===== src/rtl/fsm_cpu_pkg.sv =====
// Shared opcodes, FSM state encoding and parameter checks for the fsm_cpu_core slice.
package fsm_cpu_pkg;

  localparam logic [3:0] OP_NOP  = 4'h0;
  localparam logic [3:0] OP_ADD  = 4'h1;
  localparam logic [3:0] OP_SUB  = 4'h2;
  localparam logic [3:0] OP_AND  = 4'h3;
  localparam logic [3:0] OP_OR   = 4'h4;
  localparam logic [3:0] OP_XOR  = 4'h5;
  localparam logic [3:0] OP_MOV  = 4'h6;
  localparam logic [3:0] OP_INC  = 4'h7;
  localparam logic [3:0] OP_LDI  = 4'h8;
  localparam logic [3:0] OP_JMP  = 4'h9;
  localparam logic [3:0] OP_JZ   = 4'hA;
  localparam logic [3:0] OP_HALT = 4'hF;

  typedef enum logic [2:0] {
    ST_IDLE   = 3'd0,
    ST_FETCH  = 3'd1,
    ST_DECODE = 3'd2,
    ST_IMM    = 3'd3,
    ST_EXEC   = 3'd4,
    ST_WB     = 3'd5,
    ST_HALT   = 3'd6,
    ST_PAUSE  = 3'd7
  } state_t;

  // The opcode field sits directly above the rd/rs fields, so the word must hold all three.
  function automatic bit width_ok(input int data_w, input int ra_w);
    return data_w >= 4 + 2 * ra_w;
  endfunction

  // Opcodes ADD..LDI write rd and update the zero flag.
  function automatic logic writes_rd(input logic [3:0] op);
    return (op >= OP_ADD) && (op <= OP_LDI);
  endfunction

endpackage


===== src/rtl/fsm_cpu_alu.sv =====
// Combinational ALU for fsm_cpu_core; opcodes that compute nothing (NOP, jumps, B-E) yield 0.
module fsm_cpu_alu
  import fsm_cpu_pkg::*;
#(
  parameter int DATA_W = 8
) (
  input  logic [3:0]        op,
  input  logic [DATA_W-1:0] a,
  input  logic [DATA_W-1:0] b,
  output logic [DATA_W-1:0] result,
  output logic              zero
);

  // NOTE: every always_comb output gets a default first, so no path leaves it unassigned (no latch).
  always_comb begin
    result = '0;
    case (op)
      OP_ADD:         result = a + b;
      OP_SUB:         result = a - b;
      OP_AND:         result = a & b;
      OP_OR:          result = a | b;
      OP_XOR:         result = a ^ b;
      OP_MOV, OP_LDI: result = b;
      OP_INC:         result = a + DATA_W'(1);
      default:        result = '0;
    endcase
  end

  assign zero = (result == '0);

endmodule


===== src/rtl/fsm_cpu_core.sv =====
// Multi-cycle FSM processor core with program RAM, immediates, JZ and single-step debug.
// Optional breakpoint support is built when FSM_CPU_BREAKPOINT_EN is defined.
module fsm_cpu_core
  import fsm_cpu_pkg::*;
#(
  parameter int DATA_W = 8,
  parameter int NREGS  = 4,
  parameter int PC_W   = 5
) (
  input  logic              clk,
  input  logic              reset,
`ifdef FSM_CPU_BREAKPOINT_EN
  input  logic              bp_en,
  input  logic [PC_W-1:0]   bp_addr,
`endif
  input  logic              start,
  input  logic              step_mode,
  input  logic              step,
  input  logic              prog_we,
  input  logic [PC_W-1:0]   prog_addr,
  input  logic [DATA_W-1:0] prog_data,
  output logic [PC_W-1:0]   pc_out,
  output logic [DATA_W-1:0] ir_out,
  output logic [2:0]        state_out,
  output logic [DATA_W-1:0] alu_result_out,
  output logic              zero_out,
  output logic              halt,
  output logic              busy
);

  localparam int RA_W   = $clog2(NREGS);
  localparam int OP_LSB = 2 * RA_W;
  localparam int DEPTH  = 2 ** PC_W;

  if (!width_ok(DATA_W, RA_W)) begin : g_width_check
    $error("fsm_cpu_core: DATA_W must be at least 4+2*clog2(NREGS)");
  end

  state_t            state, state_nxt;
  logic [PC_W-1:0]   pc;
  logic [DATA_W-1:0] ir, imm, alu_result, alu_y;
  logic              zero, alu_zero;
  logic [DATA_W-1:0] regs [NREGS];
  logic [DATA_W-1:0] mem  [DEPTH];

  logic [3:0]        op;
  logic [RA_W-1:0]   rd, rs;
  logic              bp_hit, resume, prog_ok, take_jump;

  assign op = ir[OP_LSB+3:OP_LSB];
  assign rd = ir[OP_LSB-1:RA_W];
  assign rs = ir[RA_W-1:0];

  fsm_cpu_alu #(.DATA_W(DATA_W)) u_alu (
    .op     (op),
    .a      (regs[rd]),
    .b      ((op == OP_LDI) ? imm : regs[rs]),
    .result (alu_y),
    .zero   (alu_zero)
  );

`ifdef FSM_CPU_BREAKPOINT_EN
  // bp_skip lets the resumed fetch at the breakpoint address proceed once.
  logic bp_skip, bp_pause;

  assign bp_hit = bp_en && (pc == bp_addr) && !bp_skip;
  assign resume = bp_pause ? (step || start) : (step || !step_mode);

  always_ff @(posedge clk or posedge reset) begin
    if (reset) begin
      bp_skip  <= 1'b0;
      bp_pause <= 1'b0;
    end else if (state == ST_FETCH) begin
      bp_skip  <= bp_hit;
      bp_pause <= bp_hit;
    end else if (state == ST_PAUSE && resume) begin
      bp_pause <= 1'b0;
    end
  end
`else
  assign bp_hit = 1'b0;
  assign resume = step || !step_mode;
`endif

  assign take_jump = (op == OP_JMP) || ((op == OP_JZ) && zero);
  assign prog_ok   = (state == ST_IDLE) || (state == ST_HALT) || (state == ST_PAUSE);

  always_ff @(posedge clk or posedge reset) begin
    if (reset) state <= ST_IDLE;
    else       state <= state_nxt;
  end

  always_comb begin
    state_nxt = state;
    case (state)
      ST_IDLE, ST_HALT: if (start) state_nxt = ST_FETCH;
      ST_FETCH:         state_nxt = bp_hit ? ST_PAUSE : ST_DECODE;
      ST_DECODE: begin
        case (op)
          OP_LDI, OP_JMP, OP_JZ: state_nxt = ST_IMM;
          OP_HALT:               state_nxt = ST_HALT;
          default:               state_nxt = ST_EXEC;
        endcase
      end
      ST_IMM:           state_nxt = ST_EXEC;
      ST_EXEC:          state_nxt = ST_WB;
      ST_WB:            state_nxt = step_mode ? ST_PAUSE : ST_FETCH;
      ST_PAUSE:         if (resume) state_nxt = ST_FETCH;
      default:          state_nxt = ST_IDLE;
    endcase
  end

  // NOTE: sequential state uses non-blocking assignments so all registers update from pre-edge values.
  always_ff @(posedge clk or posedge reset) begin
    if (reset) begin
      pc         <= '0;
      ir         <= '0;
      imm        <= '0;
      alu_result <= '0;
      zero       <= 1'b0;
      for (int i = 0; i < NREGS; i++) regs[i] <= '0;
    end else begin
      case (state)
        ST_IDLE, ST_HALT: if (start) pc <= '0;
        ST_FETCH: begin
          if (!bp_hit) begin
            ir <= mem[pc];
            pc <= pc + PC_W'(1);
          end
        end
        ST_IMM: begin
          imm <= mem[pc];
          pc  <= pc + PC_W'(1);
        end
        ST_EXEC: begin
          alu_result <= alu_y;
          if (writes_rd(op)) zero <= alu_zero;
        end
        ST_WB: begin
          if (writes_rd(op)) regs[rd] <= alu_result;
          if (take_jump)     pc <= imm[PC_W-1:0];
        end
        default: ;
      endcase
    end
  end

  // NOTE: program RAM has no reset so it maps onto plain RAM; contents survive a core reset.
  always_ff @(posedge clk) begin
    if (prog_we && prog_ok) mem[prog_addr] <= prog_data;
  end

  assign pc_out         = pc;
  assign ir_out         = ir;
  assign state_out      = state;
  assign alu_result_out = alu_result;
  assign zero_out       = zero;
  assign halt           = (state == ST_HALT);
  assign busy           = (state != ST_IDLE) && (state != ST_HALT);

endmodule


===== config.mk =====
export PLATFORM = sky130hd
export DESIGN_NAME = fsm_cpu_core
export DESIGN_NICKNAME = d
export VERILOG_FILES = /design/src/rtl/fsm_cpu_pkg.sv /design/src/rtl/fsm_cpu_alu.sv /design/src/rtl/fsm_cpu_core.sv
export SDC_FILE = /design/constraint.sdc
export NUM_CORES = 1
export LEC_CHECK = 0
export BUFFER_PORTS_ARGS = -buffer_cell sky130_fd_sc_hd__clkbuf_2
export CAP_MARGIN = 20
export CORE_ASPECT_RATIO = 0.7
export CORE_UTILIZATION = 45
export DETAILED_ROUTE_END_ITERATION = 10
export PLACE_DENSITY = 0.69
export SETUP_SLACK_MARGIN = 0.2
export SYNTH_ARGS = -nofsm -noshare
export SYNTH_HDL_FRONTEND = slang
export SYNTH_SLANG_ARGS = --single-unit

===== constraint.sdc =====
create_clock -name clk -period 8.15 [get_ports clk]
set_input_delay 0.815 -clock clk [delete_from_list [all_inputs] [get_ports clk]]
set_output_delay 0.815 -clock clk [all_outputs]
set_load 0.03 [all_outputs]

==> metrics.csv <==
stage,metric,value,unit
status,status,completed,
timing,holdWs,0.493,ns
grt,first_global_vias,7296,
setup_path,path_cells,nor4b_2 > buf_4 > mux2i_1 > ha_1 > a21oi_1 > inv_1 > ha_1 > a21o_1 > a21oi_1 > o21ai_0 > a31oi_1 > xnor2_1 > xnor2_1 > a21oi_1 > o21ai_0,
routing,postRouteAntennaNets,0,
clock_tree,cts_resized,0,
timing,fmax,0.234,GHz
setup_path,r2r-start,ir_out[7],
power,power.density,289,nW/um^2
routing,vias,7709,
setup_path,crit_type,flop to flop,
min_path,hold_class,input port to asynchronous set/reset pin,
clock_tree,insertion_delay,0.56,ns
clock_tree,clockBufferDepth,3,
power,irDropWorstVdd,0.180,mV
grt,grt_pass1_wl,48500,um
routing,routedWlPerCell,24.5,um
setup_path,end_kind,flop,
grt,globalRouteOverflowTotal,0,
synthesis,syn_nets,859,
setup_path,required,8.61,ns
synthesis,yosys_register_bits,321,
timing,rsz0062_at_grt,no,
routing,vias_per_cell,5.95,
timing,tightest_slew,1.06,ns
cells_and_area,area_delta_synth_final,12.0,%
die,die_w,213,um
grt,grt_max_degree,66,
timing,hold_viol_final,0,
setup_path,crit_slowest_cell,dfrtp_1,
die,die_h,150,um
cells_and_area,n_fill_cell,2414,
power,p_total,4.52,mW
grt,grt_antenna_before_repair,0,
timing,fin_skew,0.0160,ns
clock_tree,cts_setup_buffers,0,
place,hpwl,20800,um
setup_path,cp_max_fo,13,
routing,drc,0,
setup_path,crit_family,compound AO/OA/AOI/OAI gates,
synthesis,synth-async-reset-ratio,0.202,
timing,final_max_slew_viol_count,0,
place,gp_congestion,0.892,
setup_path,path_buf_inv,2,
synthesis,synth_area,14000,sq um
synthesis,ys.flop_type,edfxtp_1,
cells_and_area,drive_gt1_frac,0.260,
setup_path,r2r_setup_slack,3.87,ns
clock_tree,cts_tree,built,
power,p_sw_frac,0.308,
power,leakage,5.48,nW
clock_tree,cts_hold_buf,0,
routing,wirelength,31800,um
cells_and_area,mostFrequentLayoutCells,"256 x edfxtp_1, 90 x mux4_2, 63 x dfrtp_1",
clock_tree,numCtsBuffers,30,
die,rows,53,
synthesis,synth_cells,813,
die,core_area,30300,sq um
synthesis,synth_edf_count,256,
setup_path,r2r_end,alu_result_out[7],
power,p_comb_frac,0.224,
cells_and_area,antenna_cells,0,
timing,min_period_over_period,0.525,
cells_and_area,fin_nets,906,
timing,min_period,4.28,ns
routing,drt-initial-drc-count,870,
die,die-area,31800,sq um
clock_tree,cts_root_buf,clkbuf_16,
die,initial_core_util,0.462,
power,p_seq_frac,0.458,
clock_tree,htree_levels,1,
clock_tree,cts_sinks,321,
setup_path,reg2reg_depth,15,
setup_path,cp_common_cell,a21oi_1,
timing,finalSetupViolations,0,
setup_path,critPathMaxStageDelay,0.60,ns
clock_tree,path_clk_slew,0.07,ns
timing,fin_setup_tns,0,ns
synthesis,ys_seq_area_frac,0.666,
grt,grt_usage,0.208,
timing,slew-limit-headroom,0.294,
run,cap_violations,0,
setup_path,worst_setup_path_start_kind,flop,
power,switchingPower,1.39,mW
routing,dr.pass1.iters,5,
synthesis,yosys_warnings,0,
cells_and_area,fin_util,0.517,
synthesis,ys_types,48,
power,pwr-share-clk,0.318,
power,p_int,3.13,mW
place,port_buffers,45,
cells_and_area,layout_commonest_cell,edfxtp_1,
die,io-pin-count,46,
synthesis,syn_area_per_cell,17.2,sq um
setup_path,arrival,4.73,ns
[kinds of logic after synthesis]
logic type | synth area share
XOR/XNOR | 0.00626
adder cells (fa/ha/maj) | 0.0247
multiplexers | 0.195
AO/OA/AOI/OAI | 0.0431
buffers and inverters | 0.0168
AND/OR/NAND/NOR | 0.0484
flip-flops | 0.666
[tightest hold or removal path, delay by kind of cell]
kind / cells / cell delay, ns
buffers and inverters: 3 / 0.75
[per-layer routing]
layer | share of wire | track usage
met5 | 0 | 0
met1 | 0.49 | 0.354
met3 | 0.079 | 0.0348
met4 | 0.013 | 0.0374
met2 | 0.42 | 0.277
[per-stage QoR]
step | instances | worst slack (ns) | instance area (sq um)
finish | 1296 | 3.87 | 15700
global route | 1296 | 3.55 | 15700
CTS | 1295 | 3.69 | 15700
detailed placement | 1239 | 3.76 | 14600
global placement | 1238 | 3.92 | 14600
floorplan | 813 | 4.56 | 14000
[sequential cells by signal, summed over array words and instances, names as in the netlist]
name and flops:
zero_out 1, mem 256, regs 32, ir_out 8, alu_result_out 8, pc_out 5
state_out 3, imm 8
[worst max path at each step]
stage                   start                 to  slack, ns  depth (start not counted)
floorplan           ir_out[0]           zero_out       4.56                         15
global placement    ir_out[4]  alu_result_out[7]       3.92                         14
detailed placement  ir_out[7]  alu_result_out[7]       3.76                         14
CTS                 ir_out[7]  alu_result_out[7]       3.69                         14
global route        ir_out[7]           zero_out       3.55                         16
finish              ir_out[7]  alu_result_out[7]       3.87                         15
[cells in the mapped netlist, drive strengths merged, types with 2 or more instances]
library cell    n  area (sq um)
mux2           37           428
nor3b           3          22.5
clkbuf         25          93.8
nor2b           6          37.5
o31ai           3          27.5
mux4           96          2180
nand3b          5          37.5
nand4           2          12.5
a21o            5          37.5
and2            4          25.0
inv            22          82.6
xnor2           7          61.3
edfxtp        256          7690
dfrtp          65          1630
nand2          44           165
o21ai          46           230
a21oi          22           110
ha             26           325
mux2i          12           120
nor2           56           210
xor2            3          26.3
a221oi          5          43.8
nand3          13          65.1
o21bai          2          15.0
buf            13          58.8
nand2b          5          31.3
a22oi          10          75.1
nor3            7          35.0
[final cells by class]
type / instances / area [sq um] / area share
tap: 412 / 515 / 0.0329
multi-input combinational: 432 / 4450 / 0.284
clock inverter: 18 / 223 / 0.0142
inverter: 22 / 82.6 / 0.00527
timing repair buffer: 53 / 285 / 0.0182
clock buffer: 38 / 791 / 0.0505
sequential: 321 / 9320 / 0.595
[power by group through the flow]
| stage | Clock, mW | Sequential, mW | Combinational (mW) |
|---|---|---|---|
| detailed placement | 0 | 2.11 | 1.01 |
| CTS | 1.45 | 2.07 | 1.01 |
| floorplan | 0 | 2.01 | 0.762 |
| global route | 1.52 | 2.09 | 1.08 |
| finish | 1.44 | 2.07 | 1.01 |
| global placement | 0 | 2.10 | 0.997 |
Note: power is estimated with default switching activity, not from simulation.
